File: config.mk
export PLATFORM = sky130hd
export DESIGN_NAME = nc_cfg_controller
export DESIGN_NICKNAME = d
export VERILOG_FILES = /design/src/rtl/neurocore_pkg.sv /design/src/rtl/nc_payload_buf.sv /design/src/rtl/nc_cfg_controller.sv
export SDC_FILE = /design/constraint.sdc
export NUM_CORES = 1
export LEC_CHECK = 0
export BUFFER_PORTS_ARGS = -buffer_cell sky130_fd_sc_hd__buf_2
export CAP_MARGIN = 30
export CORE_ASPECT_RATIO = 1.2
export CORE_MARGIN = 1
export CORE_UTILIZATION = 30
export DETAILED_ROUTE_END_ITERATION = 10
export GPL_ROUTABILITY_DRIVEN = 0
export PLACE_DENSITY = 0.42
export SYNTH_ARGS = -nofsm -noshare
export SYNTH_HDL_FRONTEND = slang
export SYNTH_SLANG_ARGS = --single-unit
export TNS_END_PERCENT = 50
File: constraint.sdc
create_clock -name CLK -period 7.37 [get_ports CLK]
set_input_delay 1.1055 -clock CLK [delete_from_list [all_inputs] [get_ports CLK]]
set_output_delay 1.1055 -clock CLK [all_outputs]
set_load 0.02 [all_outputs]
File: src/rtl/neurocore_pkg.sv
// Shared definitions for the neural-core configuration controller.
//   SYNC_BYTE       : packet start marker
//   OP_*            : command opcodes carried in CMD[7:6]
//   state_e         : packet FSM state encoding
//   LOG_*           : bit positions inside the 8-bit logs status bus
package neurocore_pkg;

  localparam logic [7:0] SYNC_BYTE = 8'hA5;

  localparam logic [1:0] OP_WRITE = 2'b00;
  localparam logic [1:0] OP_RUN   = 2'b01;
  localparam logic [1:0] OP_CLEAR = 2'b10;
  localparam logic [1:0] OP_RSVD  = 2'b11;

  typedef enum logic [2:0] {
    ST_IDLE     = 3'd0,
    ST_CMD      = 3'd1,
    ST_LEN      = 3'd2,
    ST_DATA     = 3'd3,
    ST_CSUM     = 3'd4,
    ST_COMMIT   = 3'd5,
    ST_RUN_WAIT = 3'd6
  } state_e;

  localparam int LOG_BUSY    = 0;
  localparam int LOG_CSUM    = 1;
  localparam int LOG_LEN     = 2;
  localparam int LOG_FRAME   = 3;
  localparam int LOG_CNT_LSB = 4;
  localparam int LOG_CNT_MSB = 7;

endpackage

File: src/rtl/nc_payload_buf.sv
// Payload staging buffer: MAX_LEN x 8-bit register array.
// Holds WRITE payload bytes until the packet checksum is verified.
//   clk_i    : clock
//   we_i     : write enable (DATA state)
//   waddr_i  : write index
//   wdata_i  : write byte
//   raddr_i  : read index (COMMIT state)
//   rdata_o  : combinational read data
// Contents are not reset: a byte is always written before it is read.
module nc_payload_buf #(
  parameter int MAX_LEN = 8,
  parameter int IDX_W   = (MAX_LEN > 1) ? $clog2(MAX_LEN) : 1
) (
  input  logic             clk_i,
  input  logic             we_i,
  input  logic [IDX_W-1:0] waddr_i,
  input  logic [7:0]       wdata_i,
  input  logic [IDX_W-1:0] raddr_i,
  output logic [7:0]       rdata_o
);

  logic [7:0] mem_q [MAX_LEN];

  always_ff @(posedge clk_i) begin
    if (we_i) mem_q[waddr_i] <= wdata_i;
  end

  assign rdata_o = mem_q[raddr_i];

endmodule

File: src/rtl/nc_cfg_controller.sv
// Packet-level command controller between the UART byte receiver and the
// neural core. Parses SYNC/CMD/[LEN]/[DATA]/CSUM packets, stages WRITE
// payload until the checksum matches, then commits one byte per cycle to
// the config memory; RUN packets raise a one-cycle start once the core
// is idle.
//   CLK, RESET          : clock, asynchronous active-high reset
//   rx_valid/rx_data    : received byte strobe and byte
//   rx_err              : framing error, qualified by rx_valid
//   core_busy           : core running, holds off start
//   wr_en/wr_addr/wr_data : config memory write port
//   start               : one-cycle core start pulse
//   logs                : {good_cnt[3:0], frame_err, len_err, csum_err, busy}
// Optional build macro NC_CFG_TIMEOUT_EN: adds the inter-byte timeout
// counter that aborts a stalled packet with frame_err.
module nc_cfg_controller
  import neurocore_pkg::*;
#(
  parameter int ADDR_W  = 6,
  parameter int MAX_LEN = 8,
  parameter int TIMEOUT = 1024
) (
  input  logic              CLK,
  input  logic              RESET,
  input  logic              rx_valid,
  input  logic [7:0]        rx_data,
  input  logic              rx_err,
  input  logic              core_busy,
  output logic              wr_en,
  output logic [ADDR_W-1:0] wr_addr,
  output logic [7:0]        wr_data,
  output logic              start,
  output logic [7:0]        logs
);

  localparam int IDX_W = (MAX_LEN > 1) ? $clog2(MAX_LEN) : 1;

  if (MAX_LEN < 1 || MAX_LEN > 16 || TIMEOUT < 1) begin : g_bad_param
    $error("nc_cfg_controller: MAX_LEN must be 1..16 and TIMEOUT >= 1");
  end

  state_e            state_q, state_d;
  logic [1:0]        op_q, op_d;
  logic [ADDR_W-1:0] addr_q, addr_d;      // base address, then running commit address
  logic [4:0]        len_q, len_d;
  logic [4:0]        idx_q, idx_d;        // payload index for DATA and COMMIT
  logic [7:0]        csum_q, csum_d;
  logic              csum_err_q, csum_err_d;
  logic              len_err_q, len_err_d;
  logic              frame_err_q, frame_err_d;
  logic [3:0]        good_cnt_q, good_cnt_d;

  logic              buf_we;
  logic [7:0]        buf_rdata;
  logic              byte_ok;
  logic              in_parse;
  logic              good;
  logic              commit_last;

`ifdef NC_CFG_TIMEOUT_EN
  localparam int TMO_W = $clog2(TIMEOUT + 1);
  logic [TMO_W-1:0]  tmo_q, tmo_d;
`endif

  nc_payload_buf #(
    .MAX_LEN (MAX_LEN),
    .IDX_W   (IDX_W)
  ) u_buf (
    .clk_i   (CLK),
    .we_i    (buf_we),
    .waddr_i (idx_q[IDX_W-1:0]),
    .wdata_i (rx_data),
    .raddr_i (idx_q[IDX_W-1:0]),
    .rdata_o (buf_rdata)
  );

  assign byte_ok  = rx_valid && !rx_err;
  assign in_parse = (state_q == ST_IDLE) || (state_q == ST_CMD) || (state_q == ST_LEN) ||
                    (state_q == ST_DATA) || (state_q == ST_CSUM);

  always_comb begin
    state_d     = state_q;
    op_d        = op_q;
    addr_d      = addr_q;
    len_d       = len_q;
    idx_d       = idx_q;
    csum_d      = csum_q;
    csum_err_d  = csum_err_q;
    len_err_d   = len_err_q;
    frame_err_d = frame_err_q;
    good_cnt_d  = good_cnt_q;
    buf_we      = 1'b0;
    wr_en       = 1'b0;
    start       = 1'b0;
    good        = 1'b0;
    commit_last = 1'b0;
`ifdef NC_CFG_TIMEOUT_EN
    tmo_d       = '0;
`endif

    case (state_q)
      ST_IDLE: begin
        if (byte_ok && rx_data == SYNC_BYTE) state_d = ST_CMD;
      end
      ST_CMD: begin
        if (byte_ok) begin
          op_d   = rx_data[7:6];
          addr_d = rx_data[ADDR_W-1:0];
          csum_d = rx_data;               // checksum restarts at the first byte after SYNC
          case (rx_data[7:6])
            OP_WRITE: state_d = ST_LEN;
            OP_RUN,
            OP_CLEAR: state_d = ST_CSUM;
            default: begin
              len_err_d = 1'b1;
              state_d   = ST_IDLE;
            end
          endcase
        end
      end
      ST_LEN: begin
        if (byte_ok) begin
          csum_d = csum_q ^ rx_data;
          if (rx_data == 8'd0 || rx_data > 8'(MAX_LEN)) begin
            len_err_d = 1'b1;
            state_d   = ST_IDLE;
          end else begin
            len_d   = rx_data[4:0];
            idx_d   = '0;
            state_d = ST_DATA;
          end
        end
      end
      ST_DATA: begin
        if (byte_ok) begin
          buf_we = 1'b1;
          csum_d = csum_q ^ rx_data;
          idx_d  = idx_q + 5'd1;
          if (idx_q == len_q - 5'd1) state_d = ST_CSUM;
        end
      end
      ST_CSUM: begin
        if (byte_ok) begin
          if (rx_data != csum_q) begin
            csum_err_d = 1'b1;
            state_d    = ST_IDLE;
          end else if (op_q == OP_RUN) begin
            state_d = ST_RUN_WAIT;
          end else begin
            idx_d = '0;
            if (op_q == OP_CLEAR) addr_d = '0;
            state_d = ST_COMMIT;
          end
        end
      end
      ST_COMMIT: begin
        wr_en  = 1'b1;
        addr_d = addr_q + 1'b1;
        idx_d  = idx_q + 5'd1;
        if (op_q == OP_WRITE) commit_last = (idx_q == len_q - 5'd1);
        else                  commit_last = (addr_q == '1);
        if (commit_last) begin
          good    = 1'b1;
          state_d = ST_IDLE;
        end
      end
      ST_RUN_WAIT: begin
        if (!core_busy) begin
          start   = 1'b1;
          good    = 1'b1;
          state_d = ST_IDLE;
        end
      end
      default: state_d = ST_IDLE;
    endcase

    // A completed packet clears the sticky flags; any error raised in the
    // same cycle is applied afterwards so it is not lost.
    if (good) begin
      csum_err_d  = 1'b0;
      len_err_d   = 1'b0;
      frame_err_d = 1'b0;
      good_cnt_d  = good_cnt_q + 4'd1;
    end

    // Verified work is never abandoned: bytes arriving during COMMIT or
    // RUN_WAIT (errored or not) are dropped and only flagged.
    if (rx_valid && !in_parse) frame_err_d = 1'b1;

    if (rx_valid && rx_err && in_parse) begin
      frame_err_d = 1'b1;
      state_d     = ST_IDLE;
    end

`ifdef NC_CFG_TIMEOUT_EN
    // Counts idle cycles inside a packet; any byte reloads it.
    if (in_parse && state_q != ST_IDLE && !rx_valid) begin
      if (tmo_q == TMO_W'(TIMEOUT - 1)) begin
        frame_err_d = 1'b1;
        state_d     = ST_IDLE;
      end else begin
        tmo_d = tmo_q + 1'b1;
      end
    end
`endif
  end

  always_ff @(posedge CLK or posedge RESET) begin
    if (RESET) begin
      state_q     <= ST_IDLE;
      op_q        <= OP_WRITE;
      addr_q      <= '0;
      len_q       <= '0;
      idx_q       <= '0;
      csum_q      <= '0;
      csum_err_q  <= 1'b0;
      len_err_q   <= 1'b0;
      frame_err_q <= 1'b0;
      good_cnt_q  <= '0;
    end else begin
      state_q     <= state_d;
      op_q        <= op_d;
      addr_q      <= addr_d;
      len_q       <= len_d;
      idx_q       <= idx_d;
      csum_q      <= csum_d;
      csum_err_q  <= csum_err_d;
      len_err_q   <= len_err_d;
      frame_err_q <= frame_err_d;
      good_cnt_q  <= good_cnt_d;
    end
  end

`ifdef NC_CFG_TIMEOUT_EN
  always_ff @(posedge CLK or posedge RESET) begin
    if (RESET) tmo_q <= '0;
    else       tmo_q <= tmo_d;
  end
`endif

  assign wr_addr = addr_q;
  assign wr_data = (state_q == ST_COMMIT && op_q == OP_WRITE) ? buf_rdata : 8'h00;

  always_comb begin
    logs                          = '0;
    logs[LOG_BUSY]                = (state_q != ST_IDLE);
    logs[LOG_CSUM]                = csum_err_q;
    logs[LOG_LEN]                 = len_err_q;
    logs[LOG_FRAME]               = frame_err_q;
    logs[LOG_CNT_MSB:LOG_CNT_LSB] = good_cnt_q;
  end

endmodule

==> results of run 1 <==
==> routing by layer <==
layer / GRT usage / vias up
met5: 0 / -
met4: 0.0500 / 0
met3: 0.0300 / 10
met2: 0.264 / 70
met1: 0.200 / 1668
li1: - / 1615
==> power groups by stage <==
stage / Combinational (mW) / Clock [mW] / Sequential (mW)
final: 0.538 / 0.500 / 0.763
after detailed placement: 0.542 / 0 / 0.774
after global placement: 0.542 / 0 / 0.775
after global routing: 0.596 / 0.536 / 0.778
after floorplan: 0.404 / 0 / 0.762
after CTS: 0.545 / 0.513 / 0.763
==> Yosys cell counts, types with 3 or more instances <==
master,number
ha_1,11
nor2b_1,8
mux2_2,11
a31oi_1,4
nand2_1,26
edfxtp_1,64
nor2_1,38
o32ai_1,3
a22oi_1,4
nor4_1,3
and3_1,4
nor3_1,8
nand2b_1,7
a22o_1,5
nand3_1,14
a221oi_1,3
clkbuf_1,18
inv_1,16
xnor2_1,4
mux2_1,3
xor2_1,12
mux4_2,6
dfrtp_1,36
o21ai_0,24
o211ai_1,3
nand4_1,6
a21oi_1,31
buf_4,3
o2bb2ai_1,4
mux2i_1,12
==> kinds of logic (layout without fill, tap and decap cells) <==
| logic type | after synthesis | count (layout) | share of synthesized area |
|---|---|---|---|
| DFF | 100 | 100 | 0.573 |
| xor gates and xnor gates | 16 | 16 | 0.0285 |
| AOI/OAI and AO/OA | 96 | 96 | 0.131 |
| and+or+nand+nor | 122 | 122 | 0.120 |
| adders and majority gates | 11 | 11 | 0.0280 |
| buffers and inverters | 42 | 78 | 0.0348 |
| muxes | 32 | 32 | 0.0839 |
==> worst paths after layout <==
path / startpoint / end / slack [ns] / cells past startpoint
min in group asynchronous: RESET / wr_addr[3] / 0.87 / 3
max: idx_q[0] / wr_data[5] / 3.68 / 7
min reg2reg: good_cnt_q[3] / good_cnt_q[3] / 0.47 / 1
max reg2reg: len_q[0] / state_q[2] / 4.64 / 8
max in group asynchronous: RESET / csum_q[6] / 6.14 / 3
min: good_cnt_q[3] / good_cnt_q[3] / 0.47 / 1
==> registers in the layout, summed over array words and instances, names as in the netlist <==
name         flops
csum_err_q       1
csum_q           8
frame_err_q      1
good_cnt_q       4
idx_q            5
len_err_q        1
len_q            5
op_q             2
state_q          3
u_buf.mem_q     64
wr_addr          6
==> layout make-up <==
type | count | share of cell area
clock buffers | 9 | 0.0400
multi-input cells | 277 | 0.342
inverters | 17 | 0.0113
repair buffers | 45 | 0.0442
well taps | 208 | 0.0462
flip-flops and latches | 100 | 0.501
clock inverters | 7 | 0.0147
==> metrics by stage <==
| step | power [mW] | cells | hold WS, ns | area (µm²) |
|---|---|---|---|---|
| floorplan | 1.17 | 419 | 0.464 | 4920 |
| global placement | 1.32 | 644 | 0.455 | 5300 |
| detailed placement | 1.32 | 647 | 0.458 | 5320 |
| CTS | 1.82 | 663 | 0.472 | 5630 |
| global route | 1.91 | 663 | 0.501 | 5630 |
| finish | 1.80 | 663 | 0.467 | 5630 |
==> cell usage in the layout, fill, tap and decap left out, types with 4 or more instances in the layout <==
| cell | count |
|---|---|
| o21ai_0 | 24 |
| nand2_1 | 26 |
| o2bb2ai_1 | 4 |
| xnor2_1 | 4 |
| mux4_2 | 6 |
| nand3_1 | 14 |
| mux2_2 | 11 |
| dfrtp_1 | 36 |
| edfxtp_1 | 64 |
| xor2_1 | 12 |
| a31oi_1 | 4 |
| buf_2 | 37 |
| ha_1 | 11 |
| mux2i_1 | 12 |
| inv_1 | 16 |
| buf_4 | 7 |
| nor2b_1 | 8 |
| nand2b_1 | 7 |
| nand4_1 | 6 |
| a22oi_1 | 4 |
| nor2_1 | 38 |
| and3_1 | 4 |
| nor3_1 | 8 |
| a21oi_1 | 31 |
| clkbuf_16 | 9 |
| a22o_1 | 5 |
==> out/qor.csv, run 1 <==
stage,metric,value,unit
synthesis,Synth Flop Type,edfxtp_1,
synthesis,Post-Syn Area,4920,µm²
timing,Tcrit/Tclk final,0.500,
synthesis,Gate Count Post-Synth,419,
clock_network,cts hold-fix bufs,0,
global_routing,vias in the first global route,3497,
power,internal power,1.16,mW
drt,Top Layer Used,met4,
clock_network,H-Tree Depth,3,
synthesis,Post-synth ARST share,0.360,
clock_network,Max Buffers Root-to-Sink,2,
setup_path,Critical Path Max Stage Delay,0.71,ns
synthesis,top post-synthesis cells by area,"edfxtp_1, dfrtp_1, a21oi_1",
drt,Post-Route WL,12.4,mm
synthesis,"area leader, netlist",edfxtp_1,
synthesis,average cell area after synthesis,11.7,µm²
synthesis,Post-Syn Nets,443,
synthesis,count of state elements after synthesis,100,
hold_path,HP Class,flip-flop to flip-flop,
timing,Fin Clk Skew,0.0113,ns
layout,nets,474,
timing,Max-slew headroom,0.363,
clock_network,# resized after CTS,0,
setup_path,Critical Path Fanout Max,16,
clock_network,CTS tree,done,
flow_run,max-cap viol count,0,
clock_network,CTS root buffer,clkbuf_16,
clock_network,Worst-path clk slew,0.08,ns
layout,Antenna Cells,0,
layout,Syn-to-layout area delta,14.4,%
drt,met3 WL,459,µm
synthesis,yosys warns,0,
drt,vias,3363,
floorplan,I/O pins,37,
global_routing,grt total ovfl,0,
drt,DRC,0,
clock_network,# Post-CTS Setup Buffers,0,
status,status,completed,
power,switching power,643,µW
power,Seq pwr share,0.424,
timing,Final Hold Fails,0,
global_routing,largest net degree at the start of global routing,37,
setup_path,Crit-path slowest cell,dfrtp_1,
synthesis,"Distinct cells, synth",54,
timing,setup ws final,3.68,ns
timing,crit path time final,3.69,ns
layout,final core utilization,0.356,
clock_network,TritonCTS buffer count,9,
timing,fin. max-slew vios,0,
setup_path,CP top delay family,flip-flops,
synthesis,Synth top area share,0.390,
layout,Multi-input gate area,1930,µm²
floorplan,Die Span X,119,µm
placed_design,PortBufs,36,
layout,Register Area,2820,µm²
layout,Layout fillers,1580,
placed_design,HPWL after DPL,8.56,mm
drt,1st-iter DRT viols,221,
power,Pleak,2.06,nW
setup_path,Critical Path RT,6.26,ns
drt,Met2 Wirelength,6.14,mm
clock_network,# clock sinks,100,
global_routing,total routing usage reported by global routing,0.156,
setup_path,Startpoint Class,flip-flop,
clock_network,Clock Latency Late Sink,0.35,ns
timing,Slew @ Worst Pin,0.953,ns
floorplan,Rows,50,
power,VDD IR-drop max,0.139,mV
setup_path,critical path arrival,2.58,ns
drt,Final ANT Viol Nets,0,
floorplan,Die ar.,16900,µm²
synthesis,Post-synth EDFFs,64,
setup_path,crit path kind,flip-flop to output port,
timing,setup violators final,0,
power,Comb pwr share,0.299,
drt,DRT Pass-1 Iters,4,
placed_design,pre-CTS WS,3.94,ns
setup_path,Buf/Inv on CP,2,
power,Net Sw Frac,0.357,
timing,RSZ-0062 raised after global routing,false,
global_routing,initial antenna violation count,0,
timing,Setup TNS Final,0,ns
setup_path,Setup crit end kind,output port,
floorplan,core area,15800,µm²
drt,met1 WL,5.66,mm
setup_path,crit path cell chain,"buf_4, mux2_2, a221oi_1, a21oi_1, a21oi_1, nor2_1, buf_2",
floorplan,Die Y,142,µm
drt,post-DR vias/cell,5.07,
global_routing,first-pass GRT wire length,19.9,mm
power,Power Dens Cells,320,nW/µm²
timing,highest clock rate,271,MHz
floorplan,Starting Density,0.311,
synthesis,sequential-to-total area share from yosys stat,0.573,
drt,WL/cell,18.7,µm
setup_path,"most used cell, CP",a21oi_1,
power,clock group share of total power,0.278,
layout,layout cells sized above 1,0.185,
Power figures use the tool's default switching activity.
==> inputs of run 2 (changes only) <==
==> constraint.sdc (replaced) <==
create_clock -name CLK -period 3.7 [get_ports CLK]
set_input_delay 0.555 -clock CLK [delete_from_list [all_inputs] [get_ports CLK]]
set_output_delay 0.555 -clock CLK [all_outputs]
set_load 0.02 [all_outputs]
==> out/qor.csv, run 2 (same netlist as run 1, synthesis figures left out) <==
stage,metric,value,unit
status,status,completed,
timing,Max-slew headroom,0.393,
timing,crit path time final,3.06,ns
clock_network,# clock sinks,100,
setup_path,Crit-path slowest cell,dfrtp_1,
drt,post-DR vias/cell,5.12,
clock_network,Clock Latency Late Sink,0.36,ns
timing,RSZ-0062 raised after global routing,false,
placed_design,HPWL after DPL,8.85,mm
timing,fin. max-slew vios,0,
global_routing,grt total ovfl,0,
layout,"commonest non-fill, non-tap cell in the layout",edfxtp_1,
drt,1st-iter DRT viols,241,
clock_network,# resized after CTS,0,
layout,Top reg by flops,u_buf.mem_q,
setup_path,crit path kind,flip-flop to output port,
clock_network,# Post-CTS Setup Buffers,0,
layout,Antenna Cells,0,
placed_design,PortBufs,36,
floorplan,Die Span X,119,µm
clock_network,H-Tree Depth,3,
floorplan,core area,15800,µm²
clock_network,TritonCTS buffer count,9,
setup_path,Startpoint Class,flip-flop,
layout,Syn-to-layout area delta,15.8,%
drt,DRC,0,
drt,DRT Pass-1 Iters,4,
clock_network,Worst-path clk slew,0.07,ns
floorplan,Die ar.,16900,µm²
layout,Largest register FFs,64,
timing,setup ws final,0.641,ns
timing,setup violators final,0,
setup_path,crit path cell chain,"buf_4, mux2i_1, o2bb2ai_1, nand2_1, o21ai_0, a21oi_1, nor2_1, buf_2",
setup_path,Critical Path RT,3.14,ns
floorplan,Rows,50,
clock_network,cts hold-fix bufs,0,
power,Power Dens Cells,632,nW/µm²
power,VDD IR-drop max,0.312,mV
timing,Fin Clk Skew,0.00890,ns
setup_path,Buf/Inv on CP,2,
placed_design,pre-CTS WS,0.941,ns
power,Pleak,2.11,nW
drt,Post-Route WL,12.5,mm
floorplan,Starting Density,0.311,
global_routing,vias in the first global route,3462,
drt,WL/cell,18.6,µm
setup_path,CP top delay family,flip-flops,
floorplan,I/O pins,37,
drt,Final ANT Viol Nets,0,
flow_run,max-cap viol count,0,
clock_network,CTS root buffer,clkbuf_16,
setup_path,Critical Path Fanout Max,18,
layout,most frequent cells in the layout,"edfxtp_1, nor2_1, dfrtp_1, buf_2, a21oi_1",
global_routing,initial antenna violation count,0,
setup_path,Critical Path Max Stage Delay,0.88,ns
global_routing,first-pass GRT wire length,19.7,mm
global_routing,total routing usage reported by global routing,0.158,
hold_path,HP Class,input port to async pin,
clock_network,CTS tree,done,
layout,layout cells sized above 1,0.199,
floorplan,Die Y,142,µm
timing,Setup TNS Final,0,ns
layout,nets,482,
setup_path,Setup crit end kind,output port,
timing,Final Hold Fails,0,
drt,vias,3433,
timing,highest clock rate,327,MHz
global_routing,largest net degree at the start of global routing,22,
timing,Tcrit/Tclk final,0.827,
setup_path,critical path arrival,2.50,ns
clock_network,Max Buffers Root-to-Sink,2,
timing,Slew @ Worst Pin,0.908,ns
[run 2: worst register-to-register path: cells and delay by family (launching register included)]
kind	cells	cell delay, ns
adder cells (fa/ha/maj)	1	0.17
multiplexers	1	0.37
buffers and inverters	1	0.07
flip-flops	1	0.42
AND/OR/NAND/NOR	1	0.35
AO/OA/AOI/OAI	4	1.26
[run 2: cell type report]
| cell class | instances | area [µm²] |
|---|---|---|
| Clock buffer | 10 | 239 |
| Sequential cell | 100 | 2820 |
| Clock inverter | 6 | 76.3 |
| Multi-Input combinational cell | 277 | 1930 |
| Tap cell | 208 | 260 |
| Inverter | 17 | 63.8 |
| Fill cell | 1607 | 10100 |
| Timing Repair Buffer | 53 | 308 |
[run 2: per-layer routing]
metal / vias to the layer above / part of all wire / track usage
met1: 1706 / 0.44 / 0.199
met5: - / 0 / 0
li1: 1630 / - / -
met3: 15 / 0.044 / 0.0276
met2: 82 / 0.49 / 0.263
met4: 0 / 0.018 / 0.0726
[run 2: per-stage QoR]
| stage | cell area, µm² | hold WS [ns] | std cells | util | power (mW) |
|---|---|---|---|---|---|
| floorplan | 4920 | 0.464 | 419 | - | 2.32 |
| global placement | 5380 | 0.453 | 655 | 0.340 | 2.62 |
| detailed placement | 5380 | 0.468 | 655 | 0.340 | 2.63 |
| CTS | 5700 | 0.382 | 671 | 0.360 | 3.65 |
| global route | 5700 | 0.439 | 671 | 0.360 | 3.83 |
| finish | 5700 | 0.359 | 671 | 0.360 | 3.60 |
[run 2: worst paths after layout]
path	end	from	cells past startpoint	slack, ns
max	wr_data[4]	idx_q[0]	8	0.64
min	csum_q[5]	RESET	2	0.36
min reg2reg	good_cnt_q[3]	good_cnt_q[3]	1	0.47
max in group asynchronous	state_q[0]	RESET	3	2.59
max reg2reg	state_q[2]	len_q[0]	8	0.95
min in group CLK	good_cnt_q[3]	good_cnt_q[3]	1	0.47
[run 2: power by group]
group	internal, mW	switching, mW
clock network	0.557	0.452
logic	0.441	0.622
registers	1.33	0.196
==> inputs of run 3 (changes only) <==
==> constraint.sdc (replaced) <==
create_clock -name CLK -period 2.9 [get_ports CLK]
set_input_delay 0.435 -clock CLK [delete_from_list [all_inputs] [get_ports CLK]]
set_output_delay 0.435 -clock CLK [all_outputs]
set_load 0.02 [all_outputs]
==> out/qor.csv, run 3 (same netlist as run 1, synthesis figures left out) <==
stage,metric,value,unit
status,status,completed,
timing,Slew @ Worst Pin,0.566,ns
flow_run,max-cap viol count,0,
setup_path,worst reg2reg path startpoint,len_q[0],
setup_path,CP top delay family,compound AO/OA/AOI/OAI gates,
global_routing,largest net degree at the start of global routing,30,
drt,vias,3434,
hold_path,worst hold endpoint,frame_err_q,
timing,Final Hold Fails,0,
layout,nets,492,
drt,Final ANT Viol Nets,0,
hold_path,Hold Startpoint,rx_valid,
floorplan,core area,15800,µm²
global_routing,first-pass GRT wire length,20.2,mm
setup_path,Buf/Inv on CP,1,
layout,Syn-to-layout area delta,17.8,%
drt,post-DR vias/cell,5.04,
layout,layout cells sized above 1,0.216,
floorplan,I/O pins,37,
clock_network,# clock sinks,100,
layout,post-route non-filler standard cell count,681,
global_routing,initial antenna violation count,0,
clock_network,# Post-CTS Setup Buffers,0,
global_routing,total routing usage reported by global routing,0.162,
setup_path,Startpoint Class,flip-flop,
timing,Fin Clk Skew,0.00611,ns
clock_network,Clock Latency Late Sink,0.36,ns
clock_network,Max Buffers Root-to-Sink,2,
layout,Top reg by flops,u_buf.mem_q,
setup_path,Critical Path Fanout Max,4,
setup_path,R2R Setup Slk,0.24,ns
floorplan,Die Span X,119,µm
placed_design,HPWL after DPL,8.99,mm
setup_path,r2r worst-path depth,8,
timing,setup violators final,0,
hold_path,HP Class,input port to flip-flop,
placed_design,PortBufs,36,
layout,most frequent cells in the layout,"edfxtp_1, nor2_1, buf_2, dfrtp_1, a21oi_1",
clock_network,TritonCTS buffer count,9,
power,VDD IR-drop max,0.347,mV
clock_network,CTS tree,done,
drt,WL/cell,18.7,µm
global_routing,grt total ovfl,0,
timing,highest clock rate,376,MHz
power,Power Dens Cells,817,nW/µm²
drt,1st-iter DRT viols,206,
timing,Setup TNS Final,0,ns
global_routing,vias in the first global route,3455,
setup_path,Setup crit end kind,flip-flop,
floorplan,Die ar.,16900,µm²
placed_design,dpl cells,663,
setup_path,critical path arrival,2.90,ns
setup_path,crit path cell chain,"inv_1, ha_1, or3b_1, a211o_1, a311oi_2, a211oi_1, o32ai_2, mux2_1",
layout,Largest register FFs,64,
drt,DRC,0,
clock_network,H-Tree Depth,3,
power,Pleak,2.16,nW
setup_path,Crit-path slowest cell,dfrtp_1,
hold_path,worst hold stages,3,
floorplan,Die Y,142,µm
setup_path,worst r2r dst,state_q[0],
setup_path,Critical Path Max Stage Delay,0.42,ns
floorplan,Starting Density,0.311,
setup_path,crit path kind,flip-flop to flip-flop,
drt,DRT Pass-1 Iters,4,
layout,"commonest non-fill, non-tap cell in the layout",edfxtp_1,
timing,crit path time final,2.66,ns
timing,RSZ-0062 raised after global routing,false,
layout,final core utilization,0.366,
timing,fin. max-slew vios,0,
clock_network,Worst-path clk slew,0.08,ns
setup_path,Critical Path RT,3.14,ns
drt,Post-Route WL,12.7,mm
clock_network,CTS root buffer,clkbuf_16,
floorplan,Rows,50,
layout,Antenna Cells,0,
timing,Max-slew headroom,0.623,
timing,Tcrit/Tclk final,0.918,
run 3: cell types whose count changed in the layout (fill, tap and decap cells not counted):
cell,delta
dfrtp_1,-1
clkinv_8,+1
dfrtp_2,+1
buf_16,+1
buf_4,+8
dlygate4sd3_1,+1
inv_6,-1
clkbuf_8,-1
clkinv_4,+1
run 3: where the power goes:
| part | internal [mW] | switching (mW) |
|---|---|---|
| registers | 1.70 | 0.247 |
| logic | 0.624 | 0.875 |
| clock network | 0.692 | 0.599 |
run 3: final cells by class:
| class | count | area [µm²] |
|---|---|---|
| Clock buffer | 9 | 225 |
| Clock inverter | 7 | 92.6 |
| Fill cell | 1556 | 10000 |
| Inverter | 17 | 63.8 |
| Multi-Input combinational cell | 277 | 1930 |
| Sequential cell | 100 | 2820 |
| Tap cell | 208 | 260 |
| Timing Repair Buffer | 63 | 405 |
run 3: timing repair:
action,in CTS,in global routing
gates resized for setup,0,1
endpoints found under the setup margin,0,2
hold endpoints to repair,0,2
hold buffers,0,1
run 3: layer usage:
metal,up-vias,global-route usage,routed length (µm)
li1,1663,-,-
met1,1703,0.209,5920
met2,56,0.271,6270
met3,12,0.0228,334
met4,0,0.0700,220
met5,-,0,0
run 3: worst reg2reg max path: stages, from the launching register on:
cell and delay, ns:
dfrtp_1 0.42, inv_1 0.07, ha_1 0.17, or3b_1 0.35
a211o_1 0.31, a311oi_2 0.35, a211oi_1 0.15, o32ai_2 0.37
mux2_1 0.37
run 3: through the flow:
| step | instance area (µm²) | hold slack (ns) | power (mW) | setup WS [ns] |
|---|---|---|---|---|
| after floorplan | 4920 | 0.464 | 2.96 | 0.417 |
| after global routing | 5800 | 0.407 | 5.02 | 0.0556 |
| after global placement | 5440 | 0.455 | 3.48 | 0.302 |
| after detailed placement | 5440 | 0.456 | 3.48 | 0.241 |
| final | 5800 | 0.397 | 4.74 | 0.238 |
| after CTS | 5760 | 0.311 | 4.78 | 0.0392 |
run 3: worst max path at each step:
stage | start | to | slack [ns] | cells after the start
2_1_floorplan | idx_q[0] | u_buf.mem_q[1][0] | 0.42 | 5
3_3_place_gp | len_q[0] | state_q[0] | 0.30 | 8
3_5_place_dp | len_q[0] | state_q[0] | 0.24 | 8
4_1_cts | idx_q[0] | wr_data[7] | 0.04 | 5
5_1_grt | state_q[1] | wr_data[0] | 0.06 | 6
6_report | len_q[0] | state_q[0] | 0.24 | 8
